[src/rtl/serial_tx_pkg.sv]
// -----------------------------------------------------------------------------
// serial_tx_pkg
// Shared definitions for the serial frame transmitter:
//   tx_state_e  - frame FSM states
//   LINE_IDLE   - line level while idle / during stop bits (mark)
//   LINE_START  - line level of the start bit (space)
//   parity_bit  - parity of a data word, even or odd
// -----------------------------------------------------------------------------
package serial_tx_pkg;

  typedef enum logic [2:0] {
    IDLE,
    START,
    DATA,
    PARITY,
    STOP
  } tx_state_e;

  localparam logic LINE_IDLE  = 1'b1;
  localparam logic LINE_START = 1'b0;

  // Widest data word the transmitter supports; narrower words are
  // zero-extended before the parity reduction, which leaves the result
  // unchanged.
  localparam int MAX_DATA_W = 16;

  // Even parity makes the total count of ones (data + parity) even.
  function automatic logic parity_bit(input logic [MAX_DATA_W-1:0] data,
                                      input logic                  odd);
    return odd ? ~^data : ^data;
  endfunction

endpackage

[src/rtl/bit_timer.sv]
// -----------------------------------------------------------------------------
// bit_timer
// Down-counter that defines the duration of one serial bit.
// Ports:
//   clk     in  - clock, rising edge
//   reset_n in  - synchronous active-low reset (counter -> 0)
//   load    in  - restart the bit period (frame acceptance)
//   tick    out - high in the final clock of each bit period
// -----------------------------------------------------------------------------
module bit_timer #(
  parameter int CLKS_PER_BIT = 4
) (
  input  logic clk,
  input  logic reset_n,
  input  logic load,
  output logic tick
);

  localparam int CNT_W = (CLKS_PER_BIT > 1) ? $clog2(CLKS_PER_BIT) : 1;
  localparam logic [CNT_W-1:0] RELOAD = CNT_W'(CLKS_PER_BIT - 1);

  logic [CNT_W-1:0] r_cnt;

  // Reaching zero is itself a bit boundary, so the counter reloads there
  // without any help from the FSM. With CLKS_PER_BIT=1 it simply stays at 0
  // and tick is high every clock.
  always_ff @(posedge clk) begin
    if (!reset_n) begin
      r_cnt <= '0;
    end else if (load || (r_cnt == '0)) begin
      r_cnt <= RELOAD;
    end else begin
      r_cnt <= r_cnt - 1'b1;
    end
  end

  assign tick = (r_cnt == '0);

endmodule

[src/rtl/serial_frame_tx.sv]
// -----------------------------------------------------------------------------
// serial_frame_tx
// Frames parallel words as asynchronous serial frames:
//   start bit, DATA_W data bits, optional parity bit, 1 or 2 stop bits.
// Ports:
//   clk        in           - clock, rising edge
//   reset_n    in           - synchronous active-low reset
//   tx_data    in  [DATA_W] - word to send, sampled on acceptance only
//   tx_valid   in           - a word is offered
//   tx_ready   out          - word can be accepted (state IDLE)
//   serial_out out          - registered line output, idle high
//   busy       out          - frame in progress
//   done       out          - one-cycle pulse when a frame completes
// -----------------------------------------------------------------------------
module serial_frame_tx
  import serial_tx_pkg::*;
#(
  parameter int DATA_W       = 8,
  parameter int CLKS_PER_BIT = 4,
  parameter int PARITY_EN    = 1,
  parameter int PARITY_ODD   = 0,
  parameter int STOP_BITS    = 1,
  parameter int MSB_FIRST    = 0
) (
  input  logic              clk,
  input  logic              reset_n,
  input  logic [DATA_W-1:0] tx_data,
  input  logic              tx_valid,
  output logic              tx_ready,
  output logic              serial_out,
  output logic              busy,
  output logic              done
);

  localparam int BIT_CNT_W = $clog2(DATA_W);
  localparam logic [BIT_CNT_W-1:0] LAST_DATA = BIT_CNT_W'(DATA_W - 1);
  localparam logic [BIT_CNT_W-1:0] LAST_STOP = BIT_CNT_W'(STOP_BITS - 1);

  tx_state_e             r_state;
  tx_state_e             w_state_next;
  logic [DATA_W-1:0]     r_shift;
  logic                  r_parity;
  logic [BIT_CNT_W-1:0]  r_bit_cnt;
  logic                  r_serial_out;
  logic                  r_busy;
  logic                  r_done;

  logic                  w_accept;
  logic                  w_tick;
  logic                  w_cur_bit;
  logic                  w_line;

  assign w_accept  = tx_valid && (r_state == IDLE);
  assign w_cur_bit = (MSB_FIRST != 0) ? r_shift[DATA_W-1] : r_shift[0];

  bit_timer #(
    .CLKS_PER_BIT (CLKS_PER_BIT)
  ) u_bit_timer (
    .clk     (clk),
    .reset_n (reset_n),
    .load    (w_accept),
    .tick    (w_tick)
  );

  // Next state and the line level belonging to the current state. The line
  // level is registered below, so the line trails the state by one clock.
  always_comb begin
    w_state_next = r_state;
    w_line       = LINE_IDLE;
    case (r_state)
      IDLE: begin
        if (w_accept) w_state_next = START;
      end
      START: begin
        w_line = LINE_START;
        if (w_tick) w_state_next = DATA;
      end
      DATA: begin
        w_line = w_cur_bit;
        if (w_tick && (r_bit_cnt == LAST_DATA)) begin
          w_state_next = (PARITY_EN != 0) ? PARITY : STOP;
        end
      end
      PARITY: begin
        w_line = r_parity;
        if (w_tick) w_state_next = STOP;
      end
      STOP: begin
        w_line = LINE_IDLE;
        if (w_tick && (r_bit_cnt == LAST_STOP)) w_state_next = IDLE;
      end
      default: begin
        w_state_next = IDLE;
      end
    endcase
  end

  always_ff @(posedge clk) begin
    if (!reset_n) begin
      r_state      <= IDLE;
      r_shift      <= '0;
      r_parity     <= 1'b0;
      r_bit_cnt    <= '0;
      r_serial_out <= LINE_IDLE;
      r_busy       <= 1'b0;
      r_done       <= 1'b0;
    end else begin
      r_state      <= w_state_next;
      r_serial_out <= w_line;
      // busy and done are aligned with the registered line rather than the
      // state: busy covers exactly the frame's line cycles, and done fires
      // on the first cycle the line is back in idle.
      r_busy       <= (r_state != IDLE);
      r_done       <= r_busy && (r_state == IDLE);

      if (w_accept) begin
        r_shift   <= tx_data;
        r_parity  <= parity_bit(MAX_DATA_W'(tx_data), (PARITY_ODD != 0));
        r_bit_cnt <= '0;
      end else if (w_tick) begin
        case (r_state)
          DATA: begin
            r_shift <= (MSB_FIRST != 0) ? {r_shift[DATA_W-2:0], 1'b0}
                                        : {1'b0, r_shift[DATA_W-1:1]};
            // The data counter is reused to count stop bits, so it wraps
            // to zero on the last data bit.
            r_bit_cnt <= (r_bit_cnt == LAST_DATA) ? '0 : r_bit_cnt + 1'b1;
          end
          STOP: begin
            r_bit_cnt <= (r_bit_cnt == LAST_STOP) ? '0 : r_bit_cnt + 1'b1;
          end
          default: begin
            r_bit_cnt <= r_bit_cnt;
          end
        endcase
      end
    end
  end

  assign tx_ready   = (r_state == IDLE);
  assign serial_out = r_serial_out;
  assign busy       = r_busy;
  assign done       = r_done;

endmodule
[config.mk]
export PLATFORM = sky130hd
export DESIGN_NAME = serial_frame_tx
export DESIGN_NICKNAME = d
export VERILOG_FILES = /design/src/rtl/serial_tx_pkg.sv /design/src/rtl/bit_timer.sv /design/src/rtl/serial_frame_tx.sv
export SDC_FILE = /design/constraint.sdc
export NUM_CORES = 1
export LEC_CHECK = 0
export CORE_MARGIN = 8
export CORE_UTILIZATION = 56
export CTS_CLUSTER_DIAMETER = 30
export DETAILED_ROUTE_END_ITERATION = 8
export GPL_TIMING_DRIVEN = 0
export PLACE_DENSITY = 0.82
export RECOVER_POWER = 100
export SLEW_MARGIN = 20
export SYNTH_ARGS = -nofsm -noshare
export SYNTH_HDL_FRONTEND = slang
export SYNTH_SLANG_ARGS = --single-unit
[constraint.sdc]
create_clock -name clk -period 3.1 [get_ports clk]
set_input_delay 0.31 -clock clk [delete_from_list [all_inputs] [get_ports clk]]
set_output_delay 0.31 -clock clk [all_outputs]
set_load 0.02 [all_outputs]
==> summary.md, run 1 <==
| Metric | Value |
|---|---|
| Critical path type | `flop to output port` |
| Worst min path class | `flop to flop` |
| Distinct cell type count after synthesis | `36` |
| Iter 0 DRT Violations | `27` |
| Fin util | `71.49%` |
| # Max-Cap Violations | `0` |
| Initial core utilization | `60.14%` |
| Dpl hpwl | `1581 um` |
| Final clock skew | `0.005468 ns` |
| I/O Buffers | `14` |
| Wire per inst | `12.77 um` |
| Unrepaired setup endpoints after global routing | `false` |
| Hold Path Cell Cnt | `1` |
| Core Box Area | `1764 um2` |
| Hold_buf cts | `0` |
| Global-route wire length before repair | `3622 um` |
| Worst Path Arrival | `2.10 ns` |
| Reg clk slew, reported paths | `0.12 ns` |
| Routability cong. | `0.8208` |
| Initial antenna violation count | `0` |
| Tmin final | `2.405 ns` |
| Cell Pwr Density | `515.1 nW/um2` |
| Area grow syn2layout | `18.87%` |
| # rows | `15` |
| Required time worst endpoint | `2.79 ns` |
| Period Utilization, post-route | `77.58%` |
| F_max | `0.4158 GHz` |
| GRT Residual Overflow | `0` |
| Setup Viol. Count Final | `0` |
| FF+latch count, synth | `20` |
| Critical Path Source Type | `flop` |
| Layout cells sized above 1 | `10.22%` |
| Max-slew violations | `0` |
| Peak VDD IR | `334.4 uV` |
| Commonest non-fill, non-tap cells in the layout | `21 x nand2_1, 20 x dfxtp_1, 9 x clkdlybuf4s50_1` |
| Die Span Y | `59.53 um` |
| Tot Pwr | `0.6497 mW` |
| Gate Count Post-Synth | `119` |
| Num CTS Buffers | `3` |
| # IOs | `15` |
| Tightest Pin Transition | `0.4431 ns` |
| Synthesized net count | `134` |
| Vias in the first global route | `867` |
| Worst setup margin | `0.6949 ns` |
| Hold WS | `0.4441 ns` |
| Avg Cell Area, Syn | `8.916 um2` |
| Worst-skew pair later-pin latency | `0.30 ns` |
| Vias per cell | `5.333` |
| Final hold violation count | `0` |
| Post-CTS setup buffers | `0` |
| Die width | `59.53 um` |
| Netlist Area Pre-Place | `1061 um2` |
| Vias | `864` |
| DRC errors left | `0` |
| YS warnings | `0` |
| R2r setup slk | `1.15 ns` |
| Outcome | `complete, no violations` |
| Setup TNS | `0 ns` |
| Die Area | `3543 um2` |
| Wirelength, routed | `2069 um` |
| CTS root buffer | `clkbuf_4` |
| Pre-CTS setup slack | `1.369 ns` |
| Total track usage | `13.20%` |
| First-pass DRT Iterations | `4` |
| CTS tree | `yes` |
| Largest net degree at the start of global routing | `13` |
| Leak pwr | `0.5101 nW` |
| Max_slew headroom | `70.24%` |
| Crit end category | `output port` |
| FF-to-FF path depth | `6` |
| H-tree Lvls | `1` |
| Commonest non-fill, non-tap cell in the layout | `nand2_1` |
| Clock Path Buffers | `2` |
| Seq/Total Area, Yosys | `37.74%` |
| Final nets | `153` |
| Post-cts sizing count | `0` |
| CP max FO | `10` |
| # clock sinks | `20` |
| Remaining antenna violation count | `0` |
| ANT cells | `0` |
power breakdown:
group,switching [mW],total [mW],internal [mW]
registers,0.0104,0.291,0.281
clock network,0.0808,0.211,0.131
logic,0.0807,0.147,0.0660
layer usage:
metal / part of all wire (%) / track usage (%) / vias to the layer above
li1: - / - / 437
met1: 46 / 15.53 / 412
met2: 51 / 21.42 / 13
met3: 2.2 / 3.688 / 2
met4: 0.72 / 6.122 / 0
met5: 0 / 0 / -
cells by family (layout without fill, tap and decap cells):
group	after synthesis	after routing	share of synthesized area [%]
buffers and inverters	11	29	5.660
adders and majority gates	4	4	4.717
xor gates and xnor gates	9	9	8.137
muxes	3	3	3.302
AOI/OAI and AO/OA	25	25	15.92
and+or+nand+nor	47	47	24.53
DFF	20	20	37.74
final cells by class:
type                    count  area (um2)
multi-input cells          88       585.6
plain buffers               6       32.53
clock inverters             1       30.03
fillers                   161       503.0
well taps                  25       31.28
inverters                   5       18.77
clock buffers               3       22.52
repair buffers             14       140.1
flip-flops and latches     20       400.4
critical path, stage by stage (launching register included):
cell and delay, ns:
dfxtp_1 0.35, clkbuf_1 0.24, nor3_1 0.46, dlygate4sd3_1 0.75
through the flow:
stage / instances / cell area [um2]
floorplan: 119 / 1061
global placement: 158 / 1232
detailed placement: 158 / 1232
CTS: 162 / 1285
global route: 162 / 1261
finish: 162 / 1261
flip-flops by register name (all words and copies together) (netlist names):
name / flops
r_shift: 8
r_bit_cnt: 3
r_state: 3
u_bit_timer.r_cnt: 2
busy: 1
done: 1
r_parity: 1
serial_out: 1
path summary, 6_finish.rpt:
path | from | end
worst min register to register | u_bit_timer.r_cnt[0] | u_bit_timer.r_cnt[0]
worst max register to register | r_state[1] | r_shift[0]
worst max-delay path | r_state[1] | tx_ready
worst min-delay path | u_bit_timer.r_cnt[0] | u_bit_timer.r_cnt[0]
Yosys cell counts:
master / instances / share of area (%)
ha_1: 4 / 4.7
o211a_1: 2 / 1.9
nor3_4: 1 / 1.5
nand3_1: 2 / 0.94
nor2b_1: 3 / 1.8
or3_1: 1 / 0.59
a31oi_1: 5 / 2.9
o21ai_0: 8 / 3.8
nand2b_4: 1 / 1.3
and2_1: 1 / 0.59
a21oi_1: 2 / 0.94
xor2_2: 1 / 1.5
nand2_2: 1 / 0.59
a211oi_2: 1 / 1.2
inv_1: 5 / 1.8
mux2_4: 1 / 1.4
a2bb2oi_1: 1 / 0.83
and2b_1: 1 / 0.71
nor2_1: 7 / 2.5
a21oi_2: 1 / 0.83
and3_1: 1 / 0.59
buf_2: 3 / 1.4
or3b_1: 1 / 0.83
mux2i_1: 2 / 1.9
or2_2: 1 / 0.59
buf_6: 2 / 2.1
a21boi_1: 3 / 2.1
clkbuf_1: 1 / 0.35
nor3b_4: 1 / 1.8
nor3_1: 1 / 0.47
xnor2_1: 8 / 6.6
nand2b_1: 2 / 1.2
and4bb_2: 1 / 1.2
nand2_1: 21 / 7.4
a22oi_1: 2 / 1.4
dfxtp_1: 20 / 38
(Power assumes the default switching activity.)
==> run 2: changes to the inputs <==
- CORE_UTILIZATION: 56 -> 47
- PLACE_DENSITY: 0.82 -> 0.73
- clock period: 3.1 -> 2 ns (I/O delays scaled with it)
==> run 2 against run 1 <==
Die area increased by 14%. Clock skew shrank 0.0045 ns. Critical path depth unchanged. Worst setup slack worse by 0.56 ns. Non-clock buffer count did not move. Critical path type unchanged. Critical endpoint unchanged. Highest routed layer unchanged.
==> summary.md, run 2 (synthesis results as in run 1) <==
| Metric | Value |
|---|---|
| ANT cells | `0 (unchanged)` |
| Num CTS Buffers | `3 (unchanged)` |
| Final clock skew | `0.0009306 ns (-0.004537 ns)` |
| Routability cong. | `0.7692 (-6.3%)` |
| I/O Buffers | `14 (unchanged)` |
| CTS tree | `yes` |
| Die Area | `4034 um2 (+14%)` |
| Origin of the worst setup path | `r_state[0]` |
| Max FFs per register | `8 (unchanged)` |
| Pre-CTS setup slack | `0.3887 ns (-0.9800 ns)` |
| Peak VDD IR | `460.1 uV (+38%)` |
| GRT Residual Overflow | `0 (unchanged)` |
| Area grow syn2layout | `18.16%` |
| Setup TNS | `0 ns (unchanged)` |
| Initial antenna violation count | `0 (unchanged)` |
| Global-route wire length before repair | `3429 um (-5.3%)` |
| Required time worst endpoint | `1.80 ns (-0.99 ns)` |
| Worst-skew pair later-pin latency | `0.29 ns (about the same)` |
| Crit end category | `output port` |
| Tmin final | `1.866 ns` |
| Critical Path Source Type | `flop` |
| Clock Path Buffers | `2 (unchanged)` |
| Reg-to-reg endpoint | `r_shift[6]` |
| Core Box Area | `2170 um2 (+23%)` |
| FF-to-FF path depth | `7 (+1)` |
| F_max | `0.5358 GHz` |
| # Max-Cap Violations | `0 (unchanged)` |
| Critical path type | `flop to output port` |
| CTS root buffer | `clkbuf_4` |
| Wire per inst | `11.98 um (-6.2%)` |
| Tot Pwr | `0.9133 mW (+41%)` |
| Period Utilization, post-route | `93.32%` |
| Vias | `826 (-4.4%)` |
| Initial core utilization | `48.90% (-11 points)` |
| # IOs | `15 (unchanged)` |
| Crit path capture | `tx_ready` |
| Vias in the first global route | `802 (-7.5%)` |
| Layout cells sized above 1 | `10.22% (unchanged)` |
| Outcome | `complete, no violations` |
| R2r startpoint | `u_bit_timer.r_cnt[0]` |
| Final hold violation count | `0 (unchanged)` |
| Max-slew violations | `0 (unchanged)` |
| Leak pwr | `0.5063 nW (-0.74%)` |
| # rows | `17 (+2)` |
| Post-CTS setup buffers | `0 (unchanged)` |
| R2r setup slk | `0.26 ns (-0.89 ns)` |
| Worst setup margin | `0.1336 ns (-0.5613 ns)` |
| # clock sinks | `20 (unchanged)` |
| Wirelength, routed | `1976 um (-4.5%)` |
| Largest Register | `r_shift` |
| Total track usage | `10.21% (-3.0 points)` |
| Max_slew headroom | `74.36% (+4.1 points)` |
| Cell Pwr Density | `728.5 nW/um2 (+41%)` |
| First-pass DRT Iterations | `4 (unchanged)` |
| Worst min path class | `flop to flop` |
| Die Span Y | `63.51 um (+6.7%)` |
| Final nets | `153 (unchanged)` |
| Commonest non-fill, non-tap cell in the layout | `nand2_1` |
| Vias per cell | `5.006 (-6.1%)` |
| Worst Path Arrival | `1.67 ns (-0.43 ns)` |
| CP max FO | `10 (unchanged)` |
| H-tree Lvls | `1 (unchanged)` |
| DRC errors left | `0 (unchanged)` |
| Iter 0 DRT Violations | `20 (-26%)` |
| Remaining antenna violation count | `0 (unchanged)` |
| Top flop regs | `r_shift x8, r_bit_cnt x3, r_state x3` |
| Die width | `63.51 um (+6.7%)` |
| Largest net degree at the start of global routing | `12 (-1)` |
| Post-cts sizing count | `0 (unchanged)` |
| Hold_buf cts | `0 (unchanged)` |
| Dpl hpwl | `1490 um (-5.7%)` |
| Setup Viol. Count Final | `0 (unchanged)` |
| Commonest non-fill, non-tap cells in the layout | `21 x nand2_1, 20 x dfxtp_1, 10 x clkdlybuf4s50_1` |
| Tightest Pin Transition | `0.3846 ns (-0.05842 ns)` |
| FILL cells | `215 (+34%)` |
| Unrepaired setup endpoints after global routing | `false` |
| Reg clk slew, reported paths | `0.11 ns (about the same)` |
[run 2: cell count changes in the layout (fill, tap and decap cells not counted), sizes merged]
| cell | delta |
|---|---|
| clkbuf | +1 |
| dlygate4sd3 | -1 |
| clkdlybuf4s50 | +1 |
| bufinv | -1 |
[run 2: area by class of cell]
type | count | area (um2) | area share [%]
plain buffers | 6 | 38.79 | 3.094
clock buffers | 4 | 36.28 | 2.894
inverters | 5 | 18.77 | 1.497
multi-input cells | 88 | 584.3 | 46.61
repair buffers | 14 | 140.1 | 11.18
well taps | 28 | 35.03 | 2.794
flip-flops and latches | 20 | 400.4 | 31.94
[run 2: routing by layer]
metal | vias to the layer above | wire [um] | track usage, %
li1 | 433 | - | -
met1 | 378 | 933 | 11.75
met2 | 11 | 950 | 16.98
met3 | 4 | 64 | 2.650
met4 | 0 | 28 | 5.014
met5 | - | 0 | 0
[run 2: critical path: stages (launching register included)]
cell	delay, ns
dfxtp_1	0.31
buf_2	0.18
nor3_4	0.24
clkdlybuf4s50_1	0.65
[run 2: worst min path at each step]
stage | start | endpoint | depth (start not counted)
2_1_floorplan | tx_data[7] | r_shift[7] | 2
3_3_place_gp | u_bit_timer.r_cnt[0] | u_bit_timer.r_cnt[0] | 1
3_5_place_dp | u_bit_timer.r_cnt[0] | u_bit_timer.r_cnt[0] | 1
4_1_cts | u_bit_timer.r_cnt[0] | u_bit_timer.r_cnt[0] | 1
5_1_grt | u_bit_timer.r_cnt[0] | u_bit_timer.r_cnt[0] | 1
6_report | u_bit_timer.r_cnt[0] | u_bit_timer.r_cnt[0] | 1
[run 2: per-stage QoR]
| step | instance area (um2) | utilization, % | hold slack (ns) | instances |
|---|---|---|---|---|
| global route | 1254 | 57.79 | 0.4705 | 165 |
| global placement | 1236 | 56.98 | 0.4171 | 161 |
| CTS | 1272 | 58.65 | 0.4521 | 165 |
| detailed placement | 1236 | 56.98 | 0.4353 | 161 |
| floorplan | 1061 | - | 0.3349 | 119 |
| finish | 1254 | 57.79 | 0.4475 | 165 |
[run 2: power by group]
| part | switching (mW) | internal [mW] |
|---|---|---|
| Combinational | 0.121 | 0.108 |
| Clock | 0.122 | 0.111 |
| Sequential | 0.0164 | 0.436 |
| Total | 0.259 | 0.654 |
